<file path="config.mk">
export PLATFORM = sky130hd
export DESIGN_NAME = dmem_arbiter
export DESIGN_NICKNAME = d
export VERILOG_FILES = /design/src/rtl/dmem_arbiter.sv
export SDC_FILE = /design/constraint.sdc
export NUM_CORES = 1
export LEC_CHECK = 0
export BUFFER_PORTS_ARGS = -buffer_cell sky130_fd_sc_hd__buf_4
export CORE_MARGIN = 3
export CORE_UTILIZATION = 25
export DETAILED_ROUTE_END_ITERATION = 16
export MAX_ROUTING_LAYER = met4
export SYNTH_ARGS = -nofsm -noshare
export SYNTH_HDL_FRONTEND = slang
export SYNTH_SLANG_ARGS = --single-unit
</file>
<file path="constraint.sdc">
create_clock -name clk -period 2.1 [get_ports clk]
set_clock_uncertainty 0.15 [all_clocks]
set_input_delay 0.105 -clock clk [delete_from_list [all_inputs] [get_ports clk]]
set_output_delay 0.105 -clock clk [all_outputs]
set_load 0.01 [all_outputs]
</file>
<file path="src/rtl/dmem_arbiter.sv">
// Two-port arbiter for the single-port data memory: fixed priority to port 0 with a
// port-1 starvation guard, address error checking, and a zero-fill clear sequencer.
module dmem_arbiter #(
  parameter int unsigned DEPTH        = 256,
  parameter int unsigned ADDR_W       = 32,
  parameter int unsigned STARVE_LIMIT = 4
) (
  input  logic              clk,
  input  logic              rst_n,
  input  logic              clr_start,
  output logic              clr_busy,
  output logic              clr_done,
  input  logic              p0_req,
  input  logic              p0_we,
  input  logic [ADDR_W-1:0] p0_addr,
  input  logic [31:0]       p0_wdata,
  output logic              p0_gnt,
  output logic              p0_rvalid,
  output logic [31:0]       p0_rdata,
  output logic              p0_err,
  input  logic              p1_req,
  input  logic              p1_we,
  input  logic [ADDR_W-1:0] p1_addr,
  input  logic [31:0]       p1_wdata,
  output logic              p1_gnt,
  output logic              p1_rvalid,
  output logic [31:0]       p1_rdata,
  output logic              p1_err,
  output logic              mem_read,
  output logic              mem_write,
  output logic [ADDR_W-1:0] mem_addr,
  output logic [31:0]       mem_wdata,
  input  logic [31:0]       mem_rdata
);

  localparam int unsigned IDX_W = (DEPTH > 1) ? $clog2(DEPTH) : 1;
  localparam int unsigned CNT_W = $clog2(STARVE_LIMIT + 1);

  typedef enum logic [1:0] {ARB, CLEAR, DONE} state_t;

  state_t           state;
  logic [IDX_W-1:0] clr_idx;
  logic [CNT_W-1:0] starve_cnt;

  logic             arb_ok;
  logic             force_p1;
  logic             err0;
  logic             err1;
  logic             sel_we;
  logic             sel_err;

  // Misaligned or beyond the last word.
  function automatic logic addr_bad(input logic [ADDR_W-1:0] a);
    return (a[1:0] != 2'b00) || (a[ADDR_W-1:2] >= (ADDR_W-2)'(DEPTH));
  endfunction

  assign err0     = addr_bad(p0_addr);
  assign err1     = addr_bad(p1_addr);
  assign arb_ok   = (state == ARB) && !clr_start;
  assign force_p1 = p1_req && (starve_cnt == CNT_W'(STARVE_LIMIT));
  assign p1_gnt   = arb_ok && p1_req && (!p0_req || force_p1);
  assign p0_gnt   = arb_ok && p0_req && !p1_gnt;
  assign clr_busy = (state == CLEAR);
  assign clr_done = (state == DONE);

  // Memory drive: granted port in ARB, zero-fill writes in CLEAR.
  always_comb begin
    sel_we    = 1'b0;
    sel_err   = 1'b0;
    mem_addr  = '0;
    mem_wdata = '0;
    mem_read  = 1'b0;
    mem_write = 1'b0;
    if (p0_gnt) begin
      sel_we    = p0_we;
      sel_err   = err0;
      mem_addr  = p0_addr;
      mem_wdata = p0_wdata;
    end else if (p1_gnt) begin
      sel_we    = p1_we;
      sel_err   = err1;
      mem_addr  = p1_addr;
      mem_wdata = p1_wdata;
    end
    if (p0_gnt || p1_gnt) begin
      mem_read  = !sel_we && !sel_err;
      mem_write = sel_we && !sel_err;
    end
    if (state == CLEAR) begin
      mem_write = 1'b1;
      mem_addr  = ADDR_W'(clr_idx) << 2;
      mem_wdata = '0;
    end
  end

  // State, clear index, starvation counter and registered responses.
  always_ff @(posedge clk or negedge rst_n) begin
    if (!rst_n) begin
      state      <= ARB;
      clr_idx    <= '0;
      starve_cnt <= '0;
      p0_rvalid  <= 1'b0;
      p0_rdata   <= '0;
      p0_err     <= 1'b0;
      p1_rvalid  <= 1'b0;
      p1_rdata   <= '0;
      p1_err     <= 1'b0;
    end else begin
      case (state)
        ARB: begin
          if (clr_start) begin
            state   <= CLEAR;
            clr_idx <= '0;
          end
        end
        CLEAR: begin
          if (clr_idx == IDX_W'(DEPTH - 1)) begin
            state   <= DONE;
            clr_idx <= '0;
          end else begin
            clr_idx <= clr_idx + IDX_W'(1);
          end
        end
        DONE: begin
          state   <= ARB;
          clr_idx <= '0;
        end
        default: state <= ARB;
      endcase

      if ((state == ARB) && clr_start) begin
        starve_cnt <= '0;
      end else if (p1_req && !p1_gnt) begin
        if (starve_cnt != CNT_W'(STARVE_LIMIT)) starve_cnt <= starve_cnt + CNT_W'(1);
      end else begin
        starve_cnt <= '0;
      end

      p0_rvalid <= p0_gnt;
      p0_err    <= p0_gnt && err0;
      p0_rdata  <= (p0_gnt && !p0_we && !err0) ? mem_rdata : 32'h0;
      p1_rvalid <= p1_gnt;
      p1_err    <= p1_gnt && err1;
      p1_rdata  <= (p1_gnt && !p1_we && !err1) ? mem_rdata : 32'h0;
    end
  end

endmodule

</file>
* After elaboration in Yosys (flattened, before gate mapping)
Cells that the tools add are included.
** Storage, ports and cells
- Output and inout port bits :: 138
- Bits in registers :: 81
- Logic and storage cells :: 80
** Operators by class
- Equal/unequal tests :: 8
- Reduce and logical (&&, ||, !) cells :: 35
- Add/sub/neg operators :: 2
- Multiplexer cells :: 24
- Magnitude comparators :: 2
** Operator list (count)
- $mux 32 :: 8
- $ge 30x9->1 const B :: 2
- $pmux 8 s3 :: 1
- $logic_and 1x1->1 :: 16
- $mux 8 :: 2
- $logic_not 1->1 :: 9
- $mux 3 :: 3
- $add 8x1->8 const B :: 1
- $eq 8x8->1 const B :: 1
- $mux 1 :: 7
- $logic_or 1x1->1 :: 4
- $mux 2 :: 2
- $pmux 2 s2 :: 1
- $reduce_and 2->1 :: 2
- $reduce_bool 2->1 :: 2
- $add 3x1->3 const B :: 1
- $eq 3x3->1 const B :: 1
- $ne 3x2->1 const B :: 1
- $ne 3x3->1 const B :: 1
- $reduce_bool 3->1 :: 1
- $eq 2x1->1 const B :: 1
- $eq 2x2->1 const B :: 1
- $logic_not 2->1 :: 1
- $ne 2x1->1 const B :: 1
- $ne 2x2->1 const B :: 1

* Longest topological paths before layout
Gate-level depths: netlist of run 1.
- Word-level depth :: 11
- Mapped depth :: 9
- Gate-level depth less buffers :: 7

* Worst setup path before layout of run 1
Ideal clock, no wire load.
- Kind :: reg2out
- From :: reg starve_cnt[0]
- To :: out mem_addr[7]
- Setup slack :: 0.207 ns
- Cell stages (with the launch flop) :: 9
- Required time :: 1.845 ns
- Arrival time :: 1.638 ns
- Cell sequence :: dfrtp_1 -> inv_1 -> ha_1 -> a21bo_2 -> nand3_2 -> inv_1 -> clkbuf_1 -> a222oi_1 -> inv_1
** On the way
- Cells in the longest elaborated chain, start to end :: 8
- Elaborated cells on any way between the ends :: 9
- Classes of those cells :: 1 x eq/ne; 3 x mux; 5 x reduce/logical
** RTL lines
- from (decl) :: line 43 : logic [CNT_W-1:0] starve_cnt;
- from (signal assigned) :: line 134 : if (starve_cnt != CNT_W'(STARVE_LIMIT)) starve_cnt <= starve_cnt + CNT_W'(1);
- $eq 3x3->1 (*) :: line 60 : assign force_p1 = p1_req && (starve_cnt == CNT_W'(STARVE_LIMIT));
- $logic_and 1x1->1 (*) :: line 60
- $logic_or 1x1->1 (*) :: line 61 : assign p1_gnt = arb_ok && p1_req && (!p0_req || force_p1);
- $logic_and 1x1->1 (*) :: line 61
- $logic_not 1->1 :: line 62 : assign p0_gnt = arb_ok && p0_req && !p1_gnt;
- $logic_and 1x1->1 :: line 62
- $mux 32 (*) :: line 74 : if (p0_gnt) begin
- $mux 32 (*) :: line 89 : if (state == CLEAR) begin
- to (decl) :: line 31 : output logic [ADDR_W-1:0] mem_addr,
Every way passes the cells marked *; elsewhere a longest branch is shown, timed or not.

* Worst setup path in the final report of run 1
Ends and elaborated chain as after synthesis.

==> impl_metrics.tcl, run 1 <==
set metrics [dict create \
    failed_checks "setup timing" \
    numCtsBuffers 9 \
    antennaDiodeCount 0 \
    synth_top_area_cell "dfrtp_1" \
    cts_tree "built" \
    grt_pass1_vias 4545 \
    synth_cell_types 41 \
    hpwl_mm 12.5 \
    root_buffer "clkbuf_16" \
    yosys_warnings 0 \
    p_per_area_nw_per_um2 561 \
    io_buffers 304 \
    nets 883 \
    clk_pin_slew_ps 60 \
    ant_nets 0 \
    synth_edf_count 0 \
    synth-compound-area-share_pct 19.8 \
    cts.sinks 81 \
    power_uw 4320 \
    die_area_um2 16400 \
    dominantRegCellSynth "dfrtp_1" \
    critPathKind "register to output port" \
    syn_area_um2 3730 \
    start_util_pct 26.2 \
    fmax_mhz 402 \
    status "finished with violations" \
    holdPathStages 4 \
    pin_count 305 \
    rsz0062_at_grt "true" \
    synthMuxAreaShare_pct 0.571 \
    drt_iter0_markers 210 \
    path_max_fanout 5 \
    worst_r2r_path_depth 6 \
    num_vias 4305 \
    synthesis.nets 506 \
    die_x_um 128 \
    slew_viol_final 0 \
    seq_area_frac_synth_pct 54.4 \
    worst_pin_slew_ps 570 \
    clk_latency_ps 330 \
    ir_worst_vdd_mv 0.422 \
    holdWs_ps 138 \
    wire_per_inst_um 19.7 \
    globalplace.congestion 0.882 \
    synth_most_common_cell "dfrtp_1" \
    grt_pass1_wl_mm 25.6 \
    synthCells 336 \
    fillCellCount 1313 \
    synth-simple-area-share_pct 19.6 \
    drive_above_1_share_pct 54.5 \
    row_count 43 \
    drc 0 \
    final_hold_viol_count 0 \
    layoutNonFillerInstCount 898 \
    worst_ep_required_time_ps 1850 \
    netlist_top_cells_count "81 x dfrtp_1, 65 x and2_1, 57 x a22o_1" \
    wl_mm 17.7 \
    grt_max_degree 44 \
    drv_cap 0 \
    ff_latch_area_um2 2030 \
    crit_path_end_kind "output port" \
    first_pass_iters 5 \
    fin_crit_ps 2490 \
    synth_top_area_share_pct 54.4 \
    avgSynthCellArea_um2 11.1 \
    die_h_um 128 \
    synth_top_family_by_area "compound AO/OA/AOI/OAI gates" \
    multi_input_area_um2 1670 \
    slew_headroom_pct 62.0 \
    worstPathArrival_ps 2230 \
    fin_crit_sh_pct 118 \
    placedCellCount 821 \
    via_per_inst 4.79 \
    start_kind "register" \
    synth_top_cells_by_area "dfrtp_1 54%, a22o_1 13%, and2_1 11%, nor4_1 2.0%, a222oi_1 1.9%" \
    setup_viol 67 \
    hold_class "input pin to register" \
    setup_ws_ps -386 \
    synth_xor_area_share_pct 0.235 \
    ys_ff_latch 81 \
    antenna_found_initial 0 \
    htree_levels 3 \
    cellLeakagePower_uw 0.00404 \
    cts_buffer_depth 2 \
    tns_ps -16140 \
    grt.overflow.total 0 \
    coreArea_um2 14200 \
    synth-adder-area-share_pct 1.01 \
    syn_to_final_growth_pct 106 \
    grt_usage_pct 20.8 \
    async_flop_share_pct 100 \
]
[state kept, by name (all words and copies together) (netlist names)]
signal,flops
starve_cnt,3
p1_rdata,32
p0_rvalid,1
p0_err,1
p1_rvalid,1
p1_err,1
clr_idx,8
p0_rdata,32
state,2
[worst max-delay path, stage by stage, from the launching register on]
cell and delay, ps:
dfrtp_1 390, inv_2 70, ha_4 150, nand2_4 50, buf_6 110, o211a_4 240
buf_12 130, a222oi_1 500, inv_1 120, buf_6 150
[per-layer routing]
metal | wire, um | part of all wire (%) | GRT usage, %
met2 | 9370 | 53 | 36.8
met5 | 0 | 0 | -
met3 | 1110 | 6.3 | 4.83
met4 | 210 | 1.2 | 3.81
met1 | 7000 | 40 | 24.3
[timing repair]
action                                 in CTS  in global routing
setup endpoints to repair                 100                132
resized for setup                          68                 29
hold buffers                               35                  0
setup buffers                              16                  5
endpoints found under the hold margin     106                  0
pin swaps                                  10                  9
cloned                                      5                  4
[stage by stage]
| stage | utilization, % | setup slack [ps] | area (um^2) |
|---|---|---|---|
| after floorplan | - | 207 | 3730 |
| after global placement | 44.7 | -176 | 6350 |
| after detailed placement | 44.7 | -238 | 6350 |
| after CTS | 52.6 | -416 | 7470 |
| after global routing | 54.2 | -463 | 7690 |
| final | 54.2 | -386 | 7690 |
[placed cells by master (no fill, tap or decap), types with 2 or more instances in the layout]
cell           Yosys  layout
dfrtp_1           81      81
a22o_1            57      55
buf_6              0      66
and3_1             2       2
nand3_1            5       5
ha_1               3       2
bufinv_16          0       2
a222oi_1           7       7
buf_12             0       5
nor3_1             2       2
nor4_1            12      12
inv_2              0       2
a22o_4             0       2
clkinv_2           0       2
or3_1              2       2
and2_1            65      62
a21o_1             2       2
inv_1             14      11
a21oi_1            5       5
nor2_1             7       7
nand2_1           17      16
dlygate4sd3_1      0      35
nand4_1            2       2
nor3_4             1       3
and2_4             0       3
clkbuf_16          0      12
o21ai_0            8       8
buf_4              1     277
[report_power, final]
part / total, uW / internal (uW) / switching [uW]
clock network: 1670 / 1070 / 601
logic: 946 / 556 / 390
registers: 1700 / 1620 / 82.1
total: 4320 / 3250 / 1070
[kinds of logic (layout without fill, tap and decap cells)]
family / Yosys count / in the layout
and+or+nand+nor: 122 / 123
AOI/OAI and AO/OA: 90 / 90
buffers and inverters: 37 / 418
DFF: 81 / 81
adders and majority gates: 3 / 3
xor gates and xnor gates: 1 / 1
muxes: 2 / 2
[final cells by class]
cell class                      instances  area share (%)
Timing Repair Buffer                  388            44.1
Multi-Input combinational cell        219            21.7
Sequential cell                        81            26.3
Inverter                               14           0.780
Tap cell                              180            2.93
Clock inverter                          5            1.02
Clock buffer                           11            3.15
[path summary, 6_finish.rpt]
path	startpoint	to	slack, ps
max in group asynchronous	rst_n	clr_idx[7]	1050
worst max register to register	state[1]	p1_rdata[25]	100
worst min-delay path	p1_we	p1_rdata[24]	140
worst min register to register	clr_idx[7]	clr_idx[7]	430
worst max-delay path	starve_cnt[0]	mem_addr[7]	-390
min in group asynchronous	rst_n	p1_rdata[4]	150
Note: power is estimated with default switching activity, not from simulation.
==> run 2, diff against run 1 <==
==> constraint.sdc (replaced) <==
create_clock -name clk -period 3.1 [get_ports clk]
set_clock_uncertainty 0.15 [all_clocks]
set_input_delay 0.155 -clock clk [delete_from_list [all_inputs] [get_ports clk]]
set_output_delay 0.155 -clock clk [all_outputs]
set_load 0.05 [all_outputs]
==> impl_metrics.tcl, run 2 (synthesized netlist as in run 1, its figures left out) <==
set metrics [dict create \
    status "completed" \
    grt_pass1_vias 4125 \
    cellLeakagePower_uw 0.00371 \
    num_vias 4024 \
    io_buffers 304 \
    switchingPower_uw 861 \
    first_pass_iters 5 \
    holdPathEnd "starve_cnt[1]" \
    worstReg2RegEnd "p0_rdata[22]" \
    cts_buffer_depth 2 \
    coreArea_um2 14200 \
    slew_viol_final 0 \
    root_buffer "clkbuf_16" \
    reg2reg_slack_ps 860 \
    cts_setup_buffers 0 \
    die_area_um2 16400 \
    hold_start "p1_req" \
    drive_above_1_share_pct 50.0 \
    grt_max_degree 82 \
    worstPathArrival_ps 2450 \
    htree_levels 3 \
    critPathKind "register to output port" \
    final_hold_viol_count 0 \
    power_uw 3050 \
    globalplace.congestion 0.902 \
    largestRegisters "p0_rdata: 32 flops, p1_rdata: 32 flops, clr_idx: 8 flops" \
    fmax_mhz 363 \
    start_kind "register" \
    crit_path_end_kind "output port" \
    clk_latency_ps 330 \
    ir_worst_vdd_mv 0.313 \
    drv_cap 0 \
    pin_count 305 \
    antennaDiodeCount 0 \
    ant_nets 0 \
    hold_class "input pin to register" \
    antenna_found_initial 1 \
    syn_to_final_growth_pct 85.3 \
    worst_r2r_path_depth 6 \
    power_frac_seq_pct 37.6 \
    r2r-start "starve_cnt[0]" \
    die_h_um 128 \
    worst_ep_required_time_ps 2790 \
    fin_crit_ps 2760 \
    tns_ps 0 \
    rsz0062_at_grt "false" \
    crit_chain "inv_1 -> ha_1 -> a21bo_2 -> nand3_2 -> inv_2 -> buf_4 -> a22o_1 -> buf_4" \
    switching_share_pct 28.2 \
    p_per_area_nw_per_um2 442 \
    final_cell_mix "314 x buf_4, 81 x dfrtp_1, 65 x and2_1, 57 x a22o_1, 34 x dlygate4sd3_1" \
    power.share.clock_pct 38.9 \
    worst_pin_slew_ps 997 \
    cpPeakStageDelay_ps 420 \
    numCtsBuffers 9 \
    via_per_inst 4.69 \
    pwr-share-comb_pct 23.6 \
    slew_headroom_pct 33.6 \
    drt_iter0_markers 256 \
    cts.sinks 81 \
    holdPathStages 3 \
    cts_tree "built" \
    wl_mm 15.3 \
    path_max_fanout 30 \
    drc 0 \
    setup_viol 0 \
    row_count 43 \
    crit_top_cell "buf_4" \
    intPower_uw 2190 \
    clk_pin_slew_ps 60 \
    start_util_pct 26.2 \
    fin_crit_sh_pct 88.9 \
    hpwl_mm 12.0 \
    slowest_stage "inv_2" \
    grt_pass1_wl_mm 22.6 \
    grt_usage_pct 18.1 \
    wire_per_inst_um 17.8 \
    grt.overflow.total 0 \
    final_common_cell "buf_4" \
    nets 843 \
    die_x_um 128 \
]
## run 2: timing repair
action,in CTS,in global routing
hold buffers,34,0
setup endpoints to repair,0,0
resized for setup,0,0
hold endpoints to repair,146,0
## run 2: area by class of cell
class / instances / area, um^2
multi-input combinational: 218 / 1540
clock inverter: 4 / 73.8
fill: 1342 / 7300
tap: 180 / 225
clock buffer: 12 / 267
inverter: 14 / 52.6
sequential: 81 / 2030
timing repair buffer: 349 / 2720
## run 2: worst max-delay path by stage
stage | endpoint | slack, ps | start
finish | mem_addr[1] | 340 | starve_cnt[0]
floorplan | mem_read | 120 | starve_cnt[0]
detailed placement | mem_addr[8] | 670 | starve_cnt[0]
global route | mem_addr[7] | 190 | starve_cnt[0]
global placement | mem_addr[7] | 650 | starve_cnt[0]
CTS | mem_addr[8] | 310 | starve_cnt[0]
## run 2: metal layers
metal  global-route usage (%)  share of wire, %  vias up
li1                         -                 -     1890
met1                     21.8                40     1960
met5                        -                 0        -
met4                     3.93               1.3        0
met2                     30.8                51      156
met3                     4.38               6.9       18
## run 2: power by group through the flow
stage	registers, uW	logic (uW)	clock network [uW]
after global placement	1170	679	0
final	1150	719	1190
after CTS	1150	725	1220
after global routing	1150	767	1270
after detailed placement	1170	688	0
after floorplan	1150	355	0
## run 2: worst max-delay path: cells and delay by family, from the launching register on
kind | cells | cell delay, ps
buffers and inverters | 4 | 1010
flip-flops | 1 | 400
AO/OA/AOI/OAI | 2 | 390
adder cells (fa/ha/maj) | 1 | 200
AND/OR/NAND/NOR | 1 | 120
## run 2: metrics by stage
stage	hold WS, ps	instances	setup WS, ps	area (um^2)	utilization, %
after global placement	219	808	651	6230	43.8
after global routing	55.0	858	185	6910	48.6
after floorplan	-291	336	122	3730	-
after CTS	36.5	858	310	6910	48.6
final	39.4	858	344	6910	48.6
after detailed placement	224	808	666	6230	43.8
==> run 3, diff against run 2 <==
ABC_AREA = 1   (was unset)
==> impl_metrics.tcl, run 3 <==
set metrics [dict create \
    ant_nets 0 \
    die_area_um2 17600 \
    first_pass_iters 4 \
    wl_mm 15.7 \
    ff_latch_area_um2 2030 \
    hold_start "p1_req" \
    numCtsBuffers 9 \
    async_flop_share_pct 100 \
    worst_ep_required_time_ps 2790 \
    root_buffer "clkbuf_16" \
    start_kind "register" \
    fin_util_pct 46.3 \
    syn_area_um2 4000 \
    critPathKind "register to output port" \
    drc 0 \
    cellLeakagePower_uw 0.00381 \
    largestRegisters "p0_rdata: 32 flops, p1_rdata: 32 flops, clr_idx: 8 flops" \
    yosys_warnings 0 \
    synth_top_area_share_pct 50.7 \
    clk_pin_slew_ps 60 \
    hpwl_mm 12.3 \
    final_common_cell "buf_4" \
    fillCellCount 1546 \
    grt.overflow.total 0 \
    setup_viol 0 \
    avgSynthCellArea_um2 9.33 \
    pin_count 305 \
    switchingPower_uw 532 \
    die_h_um 133 \
    worstPathArrival_ps 2560 \
    drv_cap 0 \
    hold_class "input pin to register" \
    path_max_fanout 36 \
    fin_crit_ps 2860 \
    clk_latency_ps 330 \
    holdPathEnd "starve_cnt[0]" \
    grt_usage_pct 17.9 \
    cts_resized 0 \
    p_per_area_nw_per_um2 350 \
    power.share.clock_pct 46.0 \
    tns_ps 0 \
    nets 930 \
    syn_to_final_growth_pct 78.5 \
    coreArea_um2 15400 \
    synth_cell_types 31 \
    cts_buffer_depth 2 \
    start_util_pct 25.9 \
    drt_iter0_markers 151 \
    num_vias 4283 \
    ir_worst_vdd_mv 0.300 \
    intPower_uw 1970 \
    pre_cts_ws_ps 589 \
    rsz0062_at_grt "false" \
    power_frac_seq_pct 42.6 \
    fin_crit_sh_pct 92.4 \
    synth_most_common_cell "dfrtp_1" \
    r2r-start "starve_cnt[0]" \
    holdWs_ps 35.8 \
    globalplace.congestion 0.887 \
    slew_headroom_pct 32.8 \
    worst_r2r_path_depth 8 \
    status "completed" \
    fmax_mhz 349 \
    synthCells 429 \
    synthesis.nets 599 \
    dominantRegCellSynth "dfrtp_1" \
    wire_per_inst_um 16.1 \
    crit_path_end_kind "output port" \
    ys_ff_latch 81 \
    synth_top_cells_by_area "dfrtp_1 51%, a22o_1 12%, nor3_2 7.5%, nor2_1 6.7%, nand2_1 5.8%" \
    worst_pin_slew_ps 1010 \
    die_x_um 133 \
    row_count 45 \
    final_hold_viol_count 0 \
    holdPathStages 3 \
    drive_above_1_share_pct 47.8 \
    reg2reg_slack_ps 710 \
    final_cell_mix "309 x buf_4, 81 x dfrtp_1, 71 x nor2_1, 62 x nand2_1, 53 x a22o_1" \
    antenna_found_initial 3 \
    seq_area_frac_synth_pct 50.7 \
    netlist_top_cells_count "81 x dfrtp_1, 71 x nor2_1, 62 x nand2_1" \
    grt_pass1_vias 4616 \
    worstReg2RegEnd "p0_rdata[0]" \
    grt_max_degree 82 \
    io_buffers 304 \
    multi_input_area_um2 1650 \
    switching_share_pct 21.3 \
    synth_top_area_cell "dfrtp_1" \
    synth_edf_count 0 \
    setup_ws_ps 235 \
    pwr-share-comb_pct 11.3 \
    grt_pass1_wl_mm 24.2 \
    htree_levels 3 \
    via_per_inst 4.37 \
    cts.sinks 81 \
    slew_viol_final 0 \
    cts_tree "built" \
]
[run 3: cell count changes after synthesis, sizes merged, moves of 3 or more]
cell	delta
nor2	+67
and2	-65
nand2	+47
inv	+37
nor3	+31
nand3	+14
nor4	-13
buf	+8
a222oi	-7
clkbuf	-7
a21oi	-4
a22o	-4
or2	+3
[run 3: area by class of cell]
cell class	instances	share of cell area (%)
repair buffers	344	37.5
flip-flops and latches	81	28.4
multi-input cells	273	23.0
well taps	211	3.70
clock buffers	10	3.35
inverters	51	2.68
clock inverters	6	1.26
diodes	3	0.105
[run 3: power by group through the flow]
| stage | clock [uW] | sequential [uW] | combinational [uW] |
|---|---|---|---|
| 4_1_cts | 1180 | 1070 | 287 |
| 5_1_grt | 1230 | 1070 | 313 |
| 6_report | 1150 | 1070 | 283 |
| 2_1_floorplan | 0 | 1080 | 45.3 |
| 3_5_place_dp | 0 | 1090 | 252 |
| 3_3_place_gp | 0 | 1090 | 250 |
[run 3: per-layer routing]
| metal | part of all wire [%] | wire length (um) | GRT usage (%) |
|---|---|---|---|
| met3 | 6.2 | 980 | 4.18 |
| met5 | 0 | 0 | - |
| met2 | 51 | 8050 | 30.9 |
| met4 | 3.1 | 487 | 7.85 |
| met1 | 39 | 6200 | 19.9 |
[run 3: cells by family after synthesis]
logic type,synth area share [%]
and+or+nand+nor,25.5
DFF,50.7
buffers and inverters,8.47
AOI/OAI and AO/OA,14.0
adders and majority gates,0.938
xor gates and xnor gates,0.219
muxes,0.250
[run 3: how the worst max path moves through the flow]
stage,startpoint,endpoint,slack [ps],depth (start not counted)
after floorplan,starve_cnt[0],mem_addr[23],700,7
after global placement,starve_cnt[0],mem_addr[20],680,10
after CTS,starve_cnt[0],mem_addr[20],220,10
after detailed placement,starve_cnt[0],mem_addr[20],590,10
after global routing,starve_cnt[0],mem_addr[10],80,10
final,starve_cnt[0],mem_addr[20],240,10
[run 3: through the flow]
| stage | area [um^2] | std cells | power [uW] |
|---|---|---|---|
| floorplan | 4000 | 429 | 1130 |
| detailed placement | 6470 | 926 | 1340 |
| finish | 7140 | 979 | 2500 |
| CTS | 7140 | 976 | 2540 |
| global route | 7140 | 979 | 2610 |
| global placement | 6470 | 926 | 1330 |
[run 3: worst max-delay path, cell delays in order, from the launching register on]
cell	delay, ps
dfrtp_1	360
inv_1	70
ha_1	220
nand2_1	110
nand2_1	60
nand2_1	230
nand2_4	120
inv_2	390
buf_12	260
a22o_1	180
buf_4	200
[run 3: repair_timing]
| action | CTS | global route |
|---|---|---|
| hold endpoints to repair | 146 | 0 |
| setup endpoints to repair | 0 | 0 |
| buffers inserted | 0 | 0 |
| hold buffers | 34 | 0 |
